--- src/rtl/matrix_stream_loader_pkg.sv ---
// Shared definitions for the systolic multiplier front end: loader FSM encoding,
// default matrix geometry and the element-counter width helper.
package systolic_pkg;

   localparam int DEF_DATA_WIDTH = 8;
   localparam int DEF_M          = 8;
   localparam int DEF_N          = 8;
   localparam int DEF_P          = 8;

   typedef enum logic [2:0] {
      ST_IDLE,
      ST_LOAD_A,
      ST_LOAD_B,
      ST_START,
      ST_WAIT_DONE
   } loader_state_t;

   // A single-element matrix still needs a one-bit counter.
   function automatic int cnt_width(input int depth);
      return (depth > 1) ? $clog2(depth) : 1;
   endfunction

endpackage

--- src/rtl/matrix_stream_loader_if.sv ---
// Element stream carrying A then B into the matrix loader (valid/ready with frame marker).
import systolic_pkg::*;

interface matrix_stream_loader_if #(
   parameter int DATA_WIDTH = DEF_DATA_WIDTH
);
   logic                  s_valid;
   logic                  s_ready;
   logic [DATA_WIDTH-1:0] s_data;
   logic                  s_last;

   modport master (output s_valid, output s_data, output s_last, input s_ready);
   modport slave  (input s_valid, input s_data, input s_last, output s_ready);
endinterface

--- src/rtl/matrix_stream_loader_pack_reg.sv ---
// Packed matrix register with indexed single-element write; clears on async reset.
import systolic_pkg::*;

module matrix_pack_reg #(
   parameter int DATA_WIDTH = DEF_DATA_WIDTH,
   parameter int DEPTH      = 4,
   parameter int IDX_W      = 2
) (
   input  logic                        clk,
   input  logic                        rst,
   input  logic                        we,
   input  logic [IDX_W-1:0]            idx,
   input  logic [DATA_WIDTH-1:0]       wdata,
   output logic [DEPTH*DATA_WIDTH-1:0] data
);

   always_ff @(posedge clk or posedge rst) begin
      if (rst) begin
         data <= '0;
      end else if (we) begin
         data[int'(idx)*DATA_WIDTH +: DATA_WIDTH] <= wdata;
      end
   end

endmodule

--- src/rtl/matrix_stream_loader.sv ---
// Collects a row-major A then B element stream into packed matrices and pulses the multiplier.
// Optional s_last framing check enabled by defining LOADER_LAST_CHECK_EN.
import systolic_pkg::*;

module matrix_stream_loader #(
   parameter int DATA_WIDTH = DEF_DATA_WIDTH,
   parameter int M          = DEF_M,
   parameter int N          = DEF_N,
   parameter int P          = DEF_P
) (
   input  logic                         clk,
   input  logic                         rst,
   matrix_stream_loader_if.slave        s_if,
   output logic                         mm_start,
   input  logic                         mm_done,
   output logic [M*N*DATA_WIDTH-1:0]    matrix_a,
   output logic [N*P*DATA_WIDTH-1:0]    matrix_b,
   output logic                         busy,
   output logic                         err_frame
);

   localparam int A_SIZE = M * N;
   localparam int B_SIZE = N * P;
   localparam int CNT_W  = cnt_width((A_SIZE > B_SIZE) ? A_SIZE : B_SIZE);
   localparam logic [CNT_W-1:0] A_LAST = CNT_W'(A_SIZE - 1);
   localparam logic [CNT_W-1:0] B_LAST = CNT_W'(B_SIZE - 1);

   loader_state_t    state_q, state_d;
   logic [CNT_W-1:0] cnt_q, cnt_d;
   logic             mm_done_p1;
   logic             ready;
   logic             xfer;
   logic             frame_bad;
   logic             we_a, we_b;

   assign ready       = (state_q == ST_LOAD_A) || (state_q == ST_LOAD_B);
   assign s_if.s_ready = ready;
   assign busy        = (state_q == ST_START) || (state_q == ST_WAIT_DONE);
   assign xfer        = s_if.s_valid && ready;
   assign we_a        = xfer && (state_q == ST_LOAD_A);
   assign we_b        = xfer && (state_q == ST_LOAD_B);

`ifdef LOADER_LAST_CHECK_EN
   logic err_q;

   // s_last must be high on exactly the final B element and nowhere else.
   assign frame_bad = xfer &&
                      (s_if.s_last != ((state_q == ST_LOAD_B) && (cnt_q == B_LAST)));

   always_ff @(posedge clk or posedge rst) begin
      if (rst) begin
         err_q <= 1'b0;
      end else if (frame_bad) begin
         err_q <= 1'b1;
      end
   end

   assign err_frame = err_q;
`else
   logic unused_last;

   assign unused_last = s_if.s_last;
   assign frame_bad   = 1'b0;
   assign err_frame   = 1'b0;
`endif

   always_comb begin
      state_d = state_q;
      cnt_d   = cnt_q;
      case (state_q)
         ST_IDLE: state_d = ST_LOAD_A;
         ST_LOAD_A: begin
            if (xfer) begin
               if (frame_bad) begin
                  cnt_d = '0;
               end else if (cnt_q == A_LAST) begin
                  cnt_d   = '0;
                  state_d = ST_LOAD_B;
               end else begin
                  cnt_d = cnt_q + 1'b1;
               end
            end
         end
         ST_LOAD_B: begin
            if (xfer) begin
               if (frame_bad) begin
                  cnt_d   = '0;
                  state_d = ST_LOAD_A;
               end else if (cnt_q == B_LAST) begin
                  cnt_d   = '0;
                  state_d = ST_START;
               end else begin
                  cnt_d = cnt_q + 1'b1;
               end
            end
         end
         ST_START: state_d = ST_WAIT_DONE;
         // Only a fresh rising edge counts; a level left high by the last job is ignored.
         ST_WAIT_DONE: begin
            if (mm_done && !mm_done_p1) begin
               state_d = ST_LOAD_A;
            end
         end
         default: state_d = ST_IDLE;
      endcase
   end

   always_ff @(posedge clk or posedge rst) begin
      if (rst) begin
         state_q    <= ST_IDLE;
         cnt_q      <= '0;
         mm_start   <= 1'b0;
         mm_done_p1 <= 1'b0;
      end else begin
         state_q    <= state_d;
         cnt_q      <= cnt_d;
         mm_start   <= (state_d == ST_START);
         mm_done_p1 <= mm_done;
      end
   end

   matrix_pack_reg #(
      .DATA_WIDTH (DATA_WIDTH),
      .DEPTH      (A_SIZE),
      .IDX_W      (CNT_W)
   ) u_pack_a (
      .clk   (clk),
      .rst   (rst),
      .we    (we_a),
      .idx   (cnt_q),
      .wdata (s_if.s_data),
      .data  (matrix_a)
   );

   matrix_pack_reg #(
      .DATA_WIDTH (DATA_WIDTH),
      .DEPTH      (B_SIZE),
      .IDX_W      (CNT_W)
   ) u_pack_b (
      .clk   (clk),
      .rst   (rst),
      .we    (we_b),
      .idx   (cnt_q),
      .wdata (s_if.s_data),
      .data  (matrix_b)
   );

endmodule

--- src/flat_wrapper.sv ---
// flat-port wrapper written by rule: the top's interface ports become plain ports
module matrix_stream_loader_flat 
#(
   parameter int DATA_WIDTH = DEF_DATA_WIDTH,
   parameter int M          = DEF_M,
   parameter int N          = DEF_N,
   parameter int P          = DEF_P
)
  (clk, rst, mm_start, mm_done, matrix_a, matrix_b, busy, err_frame, s_if_s_valid, s_if_s_data, s_if_s_last, s_if_s_ready);
  matrix_stream_loader_if #(.DATA_WIDTH(DATA_WIDTH)) s_if_i ();
  input  logic clk;
  input  logic rst;
  output logic mm_start;
  input  logic mm_done;
  output logic [M*N*DATA_WIDTH-1:0] matrix_a;
  output logic [N*P*DATA_WIDTH-1:0] matrix_b;
  output logic busy;
  output logic err_frame;
  input wire logic [$bits(s_if_i.s_valid)-1:0] s_if_s_valid;
  input wire logic [$bits(s_if_i.s_data)-1:0] s_if_s_data;
  input wire logic [$bits(s_if_i.s_last)-1:0] s_if_s_last;
  output wire logic [$bits(s_if_i.s_ready)-1:0] s_if_s_ready;
  assign s_if_i.s_valid = s_if_s_valid;
  assign s_if_i.s_data = s_if_s_data;
  assign s_if_i.s_last = s_if_s_last;
  assign s_if_s_ready = s_if_i.s_ready;
  matrix_stream_loader #(.DATA_WIDTH(DATA_WIDTH), .M(M), .N(N), .P(P)) u_core (.clk(clk), .rst(rst), .s_if(s_if_i), .mm_start(mm_start), .mm_done(mm_done), .matrix_a(matrix_a), .matrix_b(matrix_b), .busy(busy), .err_frame(err_frame));
endmodule
--- config.mk ---
export PLATFORM = sky130hd
export DESIGN_NAME = matrix_stream_loader_flat
export DESIGN_NICKNAME = d
export VERILOG_FILES = /design/src/rtl/matrix_stream_loader_pkg.sv /design/src/rtl/matrix_stream_loader_if.sv /design/src/rtl/matrix_stream_loader_pack_reg.sv /design/src/rtl/matrix_stream_loader.sv /design/src/flat_wrapper.sv
export SDC_FILE = /design/constraint.sdc
export NUM_CORES = 2
export LEC_CHECK = 0
export CAP_MARGIN = 10
export CORE_AREA = 2 2 410 412
export DETAILED_ROUTE_END_ITERATION = 16
export DIE_AREA = 0 0 412 414
export DONT_BUFFER_PORTS = 1
export SYNTH_ARGS = -nofsm -noshare
export SYNTH_HDL_FRONTEND = slang
export SYNTH_SLANG_ARGS = --single-unit
--- constraint.sdc ---
create_clock -name clk -period 93.6 [get_ports clk]
set_clock_uncertainty 0.2 [all_clocks]
set_input_delay 18.72 -clock clk [delete_from_list [all_inputs] [get_ports clk]]
set_output_delay 18.72 -clock clk [all_outputs]
set_load 0.01 [all_outputs]
# ---- Yosys cells after proc, flatten, opt, wreduce, memory -nomap -nowiden
# Index checks and enable logic that the tools add are counted.
# Widths: inputs -> output; s select.
dict set report op_classes {
  n_div 0
  n_shift 2
  n_bitwise 0
  n_reduce_logical 10
  eq_ne 6
  order_cmp 0
  addsub 2
  mul 0
  mux 9
}
# op n
set op_table {}
lappend op_table {{$bwmux 512} 2}
lappend op_table {{$shift 8x33->512 const A} 1}
lappend op_table {{$shiftx 8x33->512} 1}
lappend op_table {{$neg 9->33} 1}
lappend op_table {{$mux 3} 5}
lappend op_table {{$pmux 3 s5} 1}
lappend op_table {{$eq 3x2->1 const B} 3}
lappend op_table {{$add 6x1->6 const B} 1}
lappend op_table {{$eq 6x6->1 const B} 1}
lappend op_table {{$mux 6} 1}
lappend op_table {{$logic_and 1x1->1} 4}
lappend op_table {{$eq 3x1->1 const B} 1}
lappend op_table {{$eq 3x3->1 const B} 1}
lappend op_table {{$logic_not 3->1} 1}
lappend op_table {{$logic_or 1x1->1} 2}
lappend op_table {{$reduce_and 2->1} 1}
lappend op_table {{$reduce_or 2->1} 1}
lappend op_table {{$logic_not 1->1} 1}
dict set report word_totals {
  latchBits 0
  reg_bits 1035
  mem_count 0
  ramBits 0
  mem_bits_ro 0
}

# ---- Longest topological paths before layout
dict set report logic_depth {
  word_depth 6
  depth_mapped 13
  ltp_nobuf 8
}

# ---- Cells and area by module
# Synthesis repeated with hierarchy kept, for this count alone.
dict set report hier_totals {
  hier_cells 3673
  hier_area_um2 42140.4
}
# mod n_inst area_per_inst_um2 cells_per_inst
set by_module_without_submodules {}
lappend by_module_without_submodules {{matrix_pack_reg at u_core.u_pack_b} 1 21145.3 1684}
lappend by_module_without_submodules {{matrix_pack_reg at u_core.u_pack_a} 1 20382.0 1925}
lappend by_module_without_submodules {matrix_stream_loader 1 613.1 64}

# ---- Worst setup path after synthesis
# Ideal clock, no wire load.
dict set report synth_timing {
  path_type {input-to-reg}
  startpoint {input s_if_s_valid}
  endpoint {register u_core.u_pack_b.data[336]}
  n_path_buf 2
  stages 7
  slack_ns 72.914
  arrival_ns 20.362
  cell_sequence {nand4bb_1 > buf_2 > a2111oi_0 > and3_1 > clkbuf_1 > nand3_1 > mux2_2}
}
dict set report synth_via {
  elab_chain_len 2
}
# element line_no
set synth_rtl {}
lappend synth_rtl {{start, declared} flat_wrapper.sv:19} ;# input wire logic [$bits(s_if_i.s_valid)-1:0] s_if_s_valid;
lappend synth_rtl {{$logic_and 1x1->1} matrix_stream_loader.sv:39} ;# assign xfer = s_if.s_valid && ready;
lappend synth_rtl {{$logic_and 1x1->1} matrix_stream_loader.sv:41} ;# assign we_b = xfer && (state_q == ST_LOAD_B);
lappend synth_rtl {{end signal, assigned by index} matrix_stream_loader_pack_reg.sv:21} ;# data[int'(idx)*DATA_WIDTH +: DATA_WIDTH] <= wdata;
lappend synth_rtl {{end, declared} matrix_stream_loader_pack_reg.sv:14} ;# output logic [DEPTH*DATA_WIDTH-1:0] data
# No other way between the ends.
# A chain may end at the register's enable or synchronous reset.

==> impl_metrics.ini <==
[synthesis]
ys_ff_latch = 1035
avgSynthCellArea_um2 = 13.2
async_flop_share_pct = 100
synth_common_cells = dfrtp_1 (1035), mux2_2 (739), o21ai_0 (337), nand2_1 (290), nor2_1 (119)
synth.area.top_cells = dfrtp_1 (63%), mux2_2 (20%), o21ai_0 (4.1%)
synthFlopType = dfrtp_1
yosysMostFrequentCell = dfrtp_1
synth.distinct_cells = 73
ys_warn_count = 0
synth_top_area_share_pct = 62.9
ys_seq_area_share_pct = 62.9
synth_edf_count = 0
synthesis.nets = 3131
yosysTopAreaCell = dfrtp_1
syn_area_mm2 = 0.0412
syn_inst = 3115

[run_status]
status = completed

[place]
placed_area_mm2 = 0.0440
hpwl_mm = 135
io_buffers = 0
dp_cells = 5231
place_congestion = 0.882

[detailed_routing]
first_pass_iters = 5
wl_met2_mm = 88.4
top_layer_used = met4
via_count = 27100
drt-vias-per-instance = 4.97
wl_met1_mm = 71.2
drc_errors = 0
drt_iter0_drc = 1915
wl_met3_mm = 14.6
wl_mm = 181
wl_per_cell_um = 33.3
final_antenna_net_count = 0

[worst_setup_path]
cpMostUsedCell = buf_4
cp_top_family = buffers and inverters
cp.required_ps = 94150
path_cells = inv_8, buf_4, buf_4, buf_4, buf_4
crit_path_start_kind = primary input
critPathKind = in -> async
critPathBufInv = 5
cpPeakStageDelay_ps = 830
cp_slowest_cell = buf_4
crit_fanout = 111
crit_arrival_ps = 22360
crit_path_end_kind = async pin

[clock_network]
post_cts_buffers = 0
cts.clk_slew.worst_paths_ps = 60
cts_sinks = 1035
h-tree-depth = 3
root_buffer = clkbuf_16
cts_resized = 0
cts_tree = yes
cts_buffers = 112
hold_buffers = 0
clockBufferDepth = 3
worst_skew_pair.late_latency_ps = 770

[final_layout]
fin_nets = 3157
layout-drive-gt1-share_pct = 33.0
utilization_pct = 28.7
finalNonFillerCells = 5444
syn2layout_area_growth_pct = 16.1
fillers = 16900
design_area_mm2 = 0.0478

[sta]
finalHoldViolCount = 0
max_slew_margin_pct = 12.4
holdWs_ps = 346
tightest_slew_ps = 1310
tns_ps = 0
finalSetupViolations = 0
rsz0062_at_grt = no
timing.final.crit_share_pct = 23.3
min_period_ps = 21810
slew_viol_final = 0
timing.fmax_mhz = 45.9

[floorplanning]
rows = 150
start_util_pct = 24.8
dieArea_mm2 = 0.171
die_w_um = 412
fp.coreArea_mm2 = 0.166
io_pins = 1041
die_y_um = 414

[power_and_ir_drop]
combPwrFrac_pct = 19.7
switching_share_pct = 34.5
seq_power_share_pct = 41.8
clkPwrFrac_pct = 38.5
p_leak_nw = 22.2
p_switching_mw = 0.409
ir_drop_v = 0.0000195
power.internal_mw = 0.778
power_density_mw_per_mm2 = 24.8

[global_route]
grt_pass1_vias = 27200
antenna_found_initial = 8
track_usage_pct = 20.7
grt_pass1_wl_mm = 243
grt-ovfl-total = 0
grt_max_degree = 180

[job]
max_cap_viol_count = 0

[worst_hold_path]
hold_class = reg -> reg
## cell families after synthesis
kind of cell | Yosys count | share of synthesized area (%)
xor gates and xnor gates | 9 | 0.191
muxes | 741 | 20.3
and+or+nand+nor | 697 | 8.51
buffers and inverters | 164 | 1.69
other | 1 | 0.00910
adders and majority gates | 3 | 0.0911
AOI/OAI and AO/OA | 465 | 6.37
DFF | 1035 | 62.9
## final cells by class
cell class                      count  area [µm²]  area share [%]
Inverter                           13        56.3           0.118
Antenna cell                       14        35.0          0.0733
Timing Repair Buffer               63         485            1.02
Clock buffer                      163        3260            6.81
Sequential cell                  1035       25900            54.2
Multi-Input combinational cell   1916       14800            31.0
Tap cell                         2204        2760            5.77
Clock inverter                     36         495            1.04
## power by group through the flow
stage	Combinational, mW	Clock [mW]	Sequential (mW)
after floorplan	0.123	0	0.493
after global placement	0.236	0	0.504
after detailed placement	0.240	0	0.504
after CTS	0.241	0.467	0.496
after global routing	0.251	0.484	0.497
final	0.234	0.457	0.496
## metal layers
metal / vias up / global-route usage (%)
met1: 14500 / 24.7
li1: 11200 / -
met5: - / 0
met4: 0 / 7.88
met3: 272 / 6.20
met2: 1144 / 34.7
## metrics by stage
| step | setup WS [ps] | power, mW |
|---|---|---|
| after floorplan | 45550 | 0.616 |
| after global placement | 70880 | 0.740 |
| after detailed placement | 70790 | 0.745 |
| after CTS | 71680 | 1.20 |
| after global routing | 71160 | 1.23 |
| final | 71790 | 1.19 |
## worst reg2reg max path, cell delays in order (launching register included)
cell,delay [ps]
dfrtp_1,950
inv_2,240
and3_1,280
ha_4,350
nor3b_1,450
mux2_2,500
nand2_1,590
nor3_2,1030
mux2_2,430
## registers in the layout (all words and copies together), names as in the netlist
signal / count
u_core.cnt_q: 6
u_core.mm_done_p1: 1
u_core.mm_start: 1
u_core.state_q: 3
u_core.u_pack_a.data: 512
u_core.u_pack_b.data: 512
## cell usage in the layout (no fill, tap or decap), types with 7 or more instances in the layout
master,netlist,layout
o21ai_1,37,36
clkbuf_8,0,24
clkinv_2,0,8
nand2b_1,15,15
o21ai_0,337,337
nor3b_1,10,10
inv_1,12,11
nand3_2,10,10
diode_2,0,14
bufinv_16,0,8
nand3_1,48,48
mux2_2,739,739
nor2b_1,13,13
clkbuf_16,0,113
nor3_2,9,9
nand4_1,8,8
inv_6,0,7
nand2_1,290,290
buf_4,9,62
nor2_1,119,115
or2_2,9,9
and3_1,18,18
nor3_1,56,56
clkbuf_1,102,26
o211ai_1,7,7
o31ai_1,34,32
or3_1,18,18
and2_1,15,15
nor4_1,7,7
nor2_2,9,11
dfrtp_1,1035,1035
## final timing paths
path                                                             from                                     to  slack (ps)  cells after the start
worst max-delay path                                              rst  u_core.u_pack_a.data[432]$_DFFE_PP0P_       71790                      5
max in group clk                                         s_if_s_valid  u_core.u_pack_a.data[437]$_DFFE_PP0P_       72420                      4
min in group asynchronous                                         rst  u_core.u_pack_a.data[354]$_DFFE_PP0P_       17700                      1
worst max register to register            u_core.cnt_q[3]$_DFFE_PP0P_  u_core.u_pack_a.data[491]$_DFFE_PP0P_       88440                      8
worst min register to register  u_core.u_pack_a.data[344]$_DFFE_PP0P_  u_core.u_pack_a.data[344]$_DFFE_PP0P_         350                      2
worst min-delay path            u_core.u_pack_a.data[344]$_DFFE_PP0P_  u_core.u_pack_a.data[344]$_DFFE_PP0P_         350                      2
No activity file was read; power rests on OpenSTA's default activity.
